==> config.mk <==
export PLATFORM = sky130hd
export DESIGN_NAME = ifid_pipe_ctrl
export DESIGN_NICKNAME = d
export VERILOG_FILES = /design/src/rtl/ifid_ctrl_pkg.sv /design/src/rtl/sat_counter.sv /design/src/rtl/ifid_pipe_ctrl.sv
export SDC_FILE = /design/constraint.sdc
export NUM_CORES = 1
export LEC_CHECK = 0
export CAP_MARGIN = 5
export CORE_AREA = 2 2 79 81
export CTS_CLUSTER_DIAMETER = 100
export DETAILED_ROUTE_END_ITERATION = 10
export DIE_AREA = 0 0 81 83
export HOLD_SLACK_MARGIN = 0.08
export PLACE_DENSITY_LB_ADDON = 0.08
export SLEW_MARGIN = 25
export SYNTH_ARGS = -nofsm -noshare
export SYNTH_HDL_FRONTEND = slang
export SYNTH_HIERARCHICAL = 1
export SYNTH_SLANG_ARGS = --single-unit
==> constraint.sdc <==
create_clock -name clk -period 2.26 [get_ports clk]
set_input_delay 0.452 -clock clk [delete_from_list [all_inputs] [get_ports clk]]
set_output_delay 0.452 -clock clk [all_outputs]
set_load 0.03 [all_outputs]
==> src/rtl/ifid_ctrl_pkg.sv <==
// Shared types and constants for the IF/ID pipeline sequencing controller.
// Control bundles are kept here so the FSM decode reads as a table of cases.
package ifid_ctrl_pkg;

  typedef enum logic [1:0] {
    RUN      = 2'd0,
    IMISS    = 2'd1,
    REDIRECT = 2'd2
  } state_e;

  localparam logic [31:0] NOP_INSTR = 32'h0000_0000;

  typedef struct packed {
    logic pc_write;
    logic ifid_write;
    logic ifid_flush;
    logic idex_bubble;
    logic pc_redirect;
  } ctrl_t;

  localparam ctrl_t CTRL_ADVANCE  = '{pc_write: 1'b1, ifid_write: 1'b1, ifid_flush: 1'b0,
                                      idex_bubble: 1'b0, pc_redirect: 1'b0};
  localparam ctrl_t CTRL_LOAD_USE = '{pc_write: 1'b0, ifid_write: 1'b0, ifid_flush: 1'b0,
                                      idex_bubble: 1'b1, pc_redirect: 1'b0};
  localparam ctrl_t CTRL_MISS     = '{pc_write: 1'b0, ifid_write: 1'b1, ifid_flush: 1'b1,
                                      idex_bubble: 1'b0, pc_redirect: 1'b0};
  localparam ctrl_t CTRL_REDIRECT = '{pc_write: 1'b1, ifid_write: 1'b1, ifid_flush: 1'b1,
                                      idex_bubble: 1'b1, pc_redirect: 1'b1};
  localparam ctrl_t CTRL_RESET    = '{pc_write: 1'b0, ifid_write: 1'b1, ifid_flush: 1'b1,
                                      idex_bubble: 1'b1, pc_redirect: 1'b0};

  // A flush always loads the NOP, so write enable must accompany it.
  function automatic ctrl_t fix_flush(input ctrl_t c);
    ctrl_t r;
    r = c;
    if (c.ifid_flush) r.ifid_write = 1'b1;
    return r;
  endfunction

endpackage

==> src/rtl/sat_counter.sv <==
// Saturating up-counter with synchronous active-high clear; holds at all-ones.
module sat_counter #(
  parameter int CNT_W = 16
) (
  input  logic             clk,
  input  logic             rst,
  input  logic             inc,
  output logic [CNT_W-1:0] count
);

  localparam logic [CNT_W-1:0] ONE = {{(CNT_W-1){1'b0}}, 1'b1};

  logic [CNT_W-1:0] count_q;
  logic [CNT_W-1:0] count_d;

  always_comb begin
    count_d = count_q;
    if (inc && (count_q != {CNT_W{1'b1}})) count_d = count_q + ONE;
  end

  always_ff @(posedge clk) begin
    if (rst) count_q <= '0;
    else     count_q <= count_d;
  end

  assign count = count_q;

endmodule

==> src/rtl/ifid_pipe_ctrl.sv <==
// IF/ID sequencing controller: decides advance/hold/flush for PC and IF/ID each
// cycle from load-use, EX mispredict and imem readiness; keeps stall/flush counters.
module ifid_pipe_ctrl
  import ifid_ctrl_pkg::*;
#(
  parameter int REG_W = 5,
  parameter int CNT_W = 16
) (
  input  logic             clk,
  input  logic             rst,
  input  logic [REG_W-1:0] id_rs,
  input  logic [REG_W-1:0] id_rt,
  input  logic             id_uses_rt,
  input  logic             idex_mem_read,
  input  logic [REG_W-1:0] idex_rt,
  input  logic             ex_branch,
  input  logic             ex_taken,
  input  logic             ex_hit,
  input  logic             imem_ready,
  output logic             pc_write,
  output logic             ifid_write,
  output logic             ifid_flush,
  output logic             idex_bubble,
  output logic             pc_redirect,
  output logic [CNT_W-1:0] stall_cnt,
  output logic [CNT_W-1:0] flush_cnt
);

  state_e state_q;
  state_e state_d;
  ctrl_t  ctrl;
  logic   mispredict;
  logic   load_use;
  logic   imiss;

  assign mispredict = ex_branch & (ex_taken != ex_hit);
  assign load_use   = idex_mem_read & (idex_rt != '0) &
                      ((idex_rt == id_rs) | (id_uses_rt & (idex_rt == id_rt)));
  assign imiss      = ~imem_ready;

  always_comb begin
    ctrl    = CTRL_ADVANCE;
    state_d = RUN;
    case (state_q)
      IMISS: begin
        if (mispredict) begin
          ctrl    = CTRL_REDIRECT;
          state_d = REDIRECT;
        end else if (load_use) begin
          ctrl    = CTRL_LOAD_USE;
          state_d = IMISS;
        end else if (imiss) begin
          ctrl    = CTRL_MISS;
          state_d = IMISS;
        end
      end
      // IF/ID holds a bubble here, so a load-use match cannot be real.
      REDIRECT: begin
        if (mispredict) begin
          ctrl    = CTRL_REDIRECT;
          state_d = REDIRECT;
        end else if (imiss) begin
          ctrl    = CTRL_MISS;
          state_d = IMISS;
        end
      end
      RUN: begin
        if (mispredict) begin
          ctrl    = CTRL_REDIRECT;
          state_d = REDIRECT;
        end else if (load_use) begin
          ctrl    = CTRL_LOAD_USE;
        end else if (imiss) begin
          ctrl    = CTRL_MISS;
          state_d = IMISS;
        end
      end
      // Encoding 2'd3 decodes like RUN but always falls back to RUN.
      default: begin
        if (mispredict)     ctrl = CTRL_REDIRECT;
        else if (load_use)  ctrl = CTRL_LOAD_USE;
        else if (imiss)     ctrl = CTRL_MISS;
      end
    endcase
    if (rst) begin
      ctrl    = CTRL_RESET;
      state_d = RUN;
    end
    ctrl = fix_flush(ctrl);
  end

  always_ff @(posedge clk) begin
    if (rst) state_q <= RUN;
    else     state_q <= state_d;
  end

  assign pc_write    = ctrl.pc_write;
  assign ifid_write  = ctrl.ifid_write;
  assign ifid_flush  = ctrl.ifid_flush;
  assign idex_bubble = ctrl.idex_bubble;
  assign pc_redirect = ctrl.pc_redirect;

  sat_counter #(.CNT_W(CNT_W)) u_stall_cnt (
    .clk   (clk),
    .rst   (rst),
    .inc   (~ctrl.pc_write),
    .count (stall_cnt)
  );

  sat_counter #(.CNT_W(CNT_W)) u_flush_cnt (
    .clk   (clk),
    .rst   (rst),
    .inc   (ctrl.pc_redirect),
    .count (flush_cnt)
  );

endmodule

==> flow_summary.yaml, run 1 <==
timing:
  rsz0062_at_grt: "true"
  slew_viol_final: 0
  whs_ps: 484.3
  period_minus_slack_ps: 2294
  setup_tns_ps: -80.32
  max_slew_margin_pct: 66.15
  finalSetupViolCount: 3
  fin_worst_skew_ps: 4.486
  hold_viol: 0
  worst_slack_ps: -34.02
  finalCritPeriodShare_pct: 101.5
  worst_pin_slew_ps: 501.3
  timing.fmax_ghz: 0.4359
yosys:
  syn_area_per_cell_um2: 8.419
  synth_cells: 236
  ys_warn_count: 6
  async_flop_share_pct: 0
  synth_top_area_cell: "dfxtp_1"
  synth_ff_type: "dfxtp_1"
  synth_top_area_share_pct: 34.26
  synth.distinct_cells: 40
  synth-seq-cells: 34
  yosysSeqAreaShare_pct: 34.26
  synth_nets: 261
  netlist_area_um2: 1987
  synth_edf_count: 0
  yosys-top-cells-area: "dfxtp_1, xnor2_1, or4_1"
grt:
  gr-total-overflow: 0
  antenna_found_initial: 0
  grt_max_degree: 25
  grt_usage_pct: 16.35
  grt_pass1_wl_um: 8873
  grt_pass1_vias: 1963
layout:
  area_growth_pct: 55.48
  layout-drive-gt1-share_pct: 24.31
  diodes: 0
  fin_cells: 400
  layout.nets: 349
setup_path:
  cp_data_arrival_time_ps: 1840
  path_common_cell: "buf_6"
  setup.worst_path.end_class: "output pin"
  cpPeakStageDelay_ps: 520
  cp_cell_sequence: "buf_6, or4_4, o21a_1, and3_4, buf_6, o21ai_2, buf_6"
  worstPathMaxFanout: 4
  crit_type: "in -> out"
  critPathLaunchType: "input pin"
  critical_path.slowest_cell: "or4_4"
  cp.required_ps: 1810
detailed_routing:
  routed_via_density: 5.208
  drt-wirelength-per-cell_um: 13.34
  drtAntennaViolNets: 0
  drc: 0
  drt_iter0_drc: 92
  firstDrtPassIters: 4
  vias: 2083
  wirelength_um: 5334
cts:
  cts_buffers: 5
  clk_pin_slew_ps: 70
  cts_tree: "built"
  root_buffer: "clkbuf_8"
  cts_sinks: 34
  htreeDepth: 2
  cts_buffer_depth: 2
  clk-insertion-delay-late_ps: 290
run_status:
  status: "finished, violations left"
  violations: "negative setup slack"
die:
  dieArea_um2: 6723
  core_area_um2: 5816
  ios: 60
  initial_core_util_pct: 34.17
  rows: 28
  die_w_um: 81
  die_y_um: 83
min_path:
  hold_class: "reg -> reg"
flow_run:
  drv_cap: 0
pwr:
  power_density_nw_per_um2: 419.7
  peakVddDrop_uv: 282.7
  p_leak_nw: 1.088
place:
  place_inst: 386
  post-dp-hpwl_um: 3768
  gp_congestion: 0.7673
  port_buffers: 59
==> timing repair <==
| item | 4_1_cts | 5_1_grt |
|---|---|---|
| gates resized for setup | 42 | 22 |
| hold buffers | 0 | 0 |
| cloned | 0 | 0 |
| pin swaps | 18 | 16 |
| endpoints found under the setup margin | 30 | 23 |
| buffers inserted | 2 | 4 |
==> critical path, delay by kind of cell <==
kind | cells | cell delay (ps)
AO/OA/AOI/OAI | 2 | 310
AND/OR/NAND/NOR | 2 | 710
buffers and inverters | 3 | 360
==> flip-flops by register name, indices dropped and copies added, names as in the netlist <==
register           cells
state_q                2
u_stall_cnt/count     16
u_flush_cnt/count     16
==> routing by layer <==
metal  track usage (%)  up-vias  wire [µm]
met3             3.043        5        169
li1                  -     1074          -
met5                 0        -          0
met1             20.89      968       2419
met4             5.085        0         46
met2             27.42       36       2699
==> area by class of cell <==
cell class	count	area, µm²
Clock buffer	7	86.33
Inverter	7	31.28
Tap cell	75	93.84
Timing Repair Buffer	89	815.8
Fill cell	596	2726
Sequential cell	34	680.7
Clock inverter	1	5.005
Multi-Input combinational cell	187	1376
==> logic make-up after synthesis <==
kind of cell | share of synthesized area, %
flip-flops | 34.26
buffers and inverters | 2.960
adder cells (fa/ha/maj) | 1.259
AND/OR/NAND/NOR | 35.71
AO/OA/AOI/OAI | 16.56
multiplexers | 2.645
XOR/XNOR | 6.612
==> worst paths after layout <==
path               from              endpoint  slack [ps]  depth (start not counted)
min          state_q[1]            state_q[1]         480                          1
min reg2reg  state_q[1]            state_q[1]         480                          1
max          idex_rt[1]              pc_write         -30                          7
max reg2reg  state_q[1]  u_stall_cnt/count[4]         420                          8
==> per-stage QoR <==
stage / area [µm²] / total power [mW] / setup WS (ps) / utilization, %
CTS: 2954 / 1.297 / -52.23 / 50.80
floorplan: 1987 / 0.7123 / 8.830 / -
detailed placement: 2806 / 0.8077 / -639.3 / 48.26
finish: 3089 / 1.297 / -34.02 / 53.12
global route: 3089 / 1.364 / -56.28 / 53.12
global placement: 2806 / 0.8068 / -587.6 / 48.26
==> cells in the mapped netlist, types with 2 or more instances <==
cell type / number
dfxtp_1: 34
a21oi_1: 22
nand2_1: 16
or4_1: 15
nand3_1: 14
xnor2_1: 14
nor2_1: 13
o31ai_1: 12
nor3_1: 8
o21ai_0: 8
inv_1: 7
nand4_1: 7
and4_1: 6
or3_1: 6
clkbuf_1: 4
nor2b_1: 4
nor4_1: 4
o21a_1: 4
mux2i_1: 3
and3_1: 2
buf_1: 2
buf_2: 2
ha_1: 2
mux2_2: 2
nand2_2: 2
nand2b_1: 2
nand3b_1: 2
nand4_4: 2
nor4_4: 2
nor4bb_1: 2
o21ai_1: 2
o311ai_0: 2
o41ai_1: 2
==> layout by cell type, fill, tap and decap left out, types with 3 or more instances in the layout <==
master,instances
dfxtp_1,34
or3_1,5
clkbuf_8,6
nand2_2,3
a21oi_1,19
mux2i_1,3
nor4_1,3
nand4_1,7
or4_1,13
xnor2_1,12
o31ai_1,12
buf_6,10
nand3_1,14
nor2b_1,4
inv_1,6
a21oi_2,3
nor3_1,8
nor2_1,13
dlygate4sd2_1,10
and4_1,5
nand2_1,14
buf_4,27
o21a_1,3
o21ai_0,8
clkdlybuf4s50_1,39
==> report_power, final <==
part	switching (mW)	internal, mW
sequential	0.0103	0.607
clock	0.227	0.246
combinational	0.0941	0.112
Note: power is estimated with default switching activity, not from simulation.
==> run 2: changes to the inputs <==
--- a/config.mk
+++ b/config.mk
@@ -5,6 +5,7 @@
 export SDC_FILE = /design/constraint.sdc
 export NUM_CORES = 1
 export LEC_CHECK = 0
+export ABC_CLOCK_PERIOD_IN_PS = 2260
 export CAP_MARGIN = 5
 export CORE_AREA = 2 2 79 81
 export CTS_CLUSTER_DIAMETER = 100
==> results of run 2 <==
No change in the layout: final DEF, timing and power equal those of run 1.
==> RTL change, RTL diff (config.mk and constraints of run 2) <==
Re-encode `state_e` (3 states) as one-hot, 3 bits wide.
--- a/src/rtl/ifid_ctrl_pkg.sv
+++ b/src/rtl/ifid_ctrl_pkg.sv
@@ -3,8 +3,8 @@
 package ifid_ctrl_pkg;
 
-  typedef enum logic [1:0] {
-    RUN      = 2'd0,
-    IMISS    = 2'd1,
-    REDIRECT = 2'd2
+  typedef enum logic [2:0] {
+    RUN      = 3'b001,
+    IMISS    = 3'b010,
+    REDIRECT = 3'b100
   } state_e;
 
Formal check against the unedited RTL: no difference found for any inputs over 10 cycles, from zero or initial values and one cycle with rst high; not proved beyond that.
==> RTL change against run 2 <==
The run still ends with negative setup slack left. Wire length rose by 4.2%. Synthesized area rose by 4.4%. Critical path depth did not move. Critical path type unchanged. Cell count rose by 4.0%. First-iteration DRC count fell by 29%. Sequential cell count rose by 1. Clock skew rose by 3.4 ps. Setup slack got worse by 7.8 ps. Total power rose by 0.35%. Cell area rose by 2.4%.
==> RTL change: results <==
set metrics [dict create \
    async_flop_share_pct 0 \
    worstPathArrival_ps 1850 \
    final_cell_count_no_fill 416 \
    dr.first_iter.drc_count 65 \
    insertion_delay_ps 280 \
    final_nets 365 \
    pg_seq_uw 643 \
    worstHoldStart "u_flush_cnt/count[9]$_SDFFE_PP0P_" \
    drive_gt1_share_pct 23.17 \
    grt.total_usage_pct 16.59 \
    setup_tns_ps -91.37 \
    syn-num-nets 274 \
    clk-power_uw 434 \
    post_cts_buffers 6 \
    synth.avg_cell_area_um2 8.331 \
    grt_max_degree 35 \
    drt-total-wl_mm 5.559 \
    place_area_mm2 0.002928 \
    finClkSkew_ps 7.901 \
    nFillCells 575 \
    tightest_slew_ps 675.0 \
    crit_end "pc_write" \
    path_delay_family "simple AND/OR/NAND/NOR gates" \
    power.density_mw_per_mm2 411.3 \
    hold_path.class "reg -> reg" \
    placed_cells 401 \
    violations "negative setup slack" \
    grt_pass1_vias 1991 \
    grt_pass1_wl_mm 9.108 \
    peakVddDrop_mv 0.2219 \
    setup_violations 3 \
    r2r_slack_ps 370 \
    swShare_pct 26.45 \
    gp_congestion 0.7932 \
    io_buffers 59 \
    startpoint "idex_rt[4]" \
    first_pass_iters 4 \
    diodes 0 \
    hold_end "u_flush_cnt/count[9]$_SDFFE_PP0P_" \
    htreeDepth 2 \
    post-place-ws_ps -603.0 \
    ys_top_cells_by_area "dfxtp_1, xnor2_1, a21oi_1" \
    synth_common_cells "dfxtp_1, a21oi_1, nand2_1" \
    fin_ws_ps -41.83 \
    min_path_cells 2 \
    clkSlewWorstSetupHoldPaths_ps 70 \
    rr_endpoint "u_stall_cnt/count[12]$_SDFFE_PP0P_" \
    p_leak_uw 0.001110 \
    holdWs_ps 530.0 \
    synth-seq-area-share_pct 33.78 \
    rr_worst_depth 9 \
    numCtsBuffers 5 \
    synth.distinct_cells 41 \
    status "finished, violations left" \
    hpwlAfterDp_mm 4.091 \
    via_per_inst 5.377 \
]
RTL change: logic make-up after synthesis:
group | count (synthesis) | share of synthesized area (%)
compound gates | 60 | 18.16
xor+xnor | 16 | 6.755
fa+ha+maj | 2 | 1.206
buf+inv | 17 | 3.197
flops | 35 | 33.78
mux | 4 | 2.051
simple gates | 115 | 34.86
RTL change: layout make-up:
cell class | instances | area [um2] | share of cell area (%)
Clock buffer | 5 | 68.82 | 2.176
Clock inverter | 3 | 15.01 | 0.4747
Inverter | 8 | 30.03 | 0.9494
Tap cell | 75 | 93.84 | 2.967
Timing Repair Buffer | 93 | 844.6 | 26.70
Sequential cell | 35 | 700.7 | 22.15
Multi-Input combinational cell | 197 | 1410 | 44.58
RTL change: routing by layer:
| layer | vias up | share of wire [%] | global-route usage, % |
|---|---|---|---|
| li1 | 1132 | - | - |
| met1 | 1044 | 49 | 22.77 |
| met2 | 55 | 45 | 25.54 |
| met3 | 6 | 5.2 | 4.130 |
| met4 | 0 | 1.2 | 4.777 |
| met5 | - | 0 | 0 |
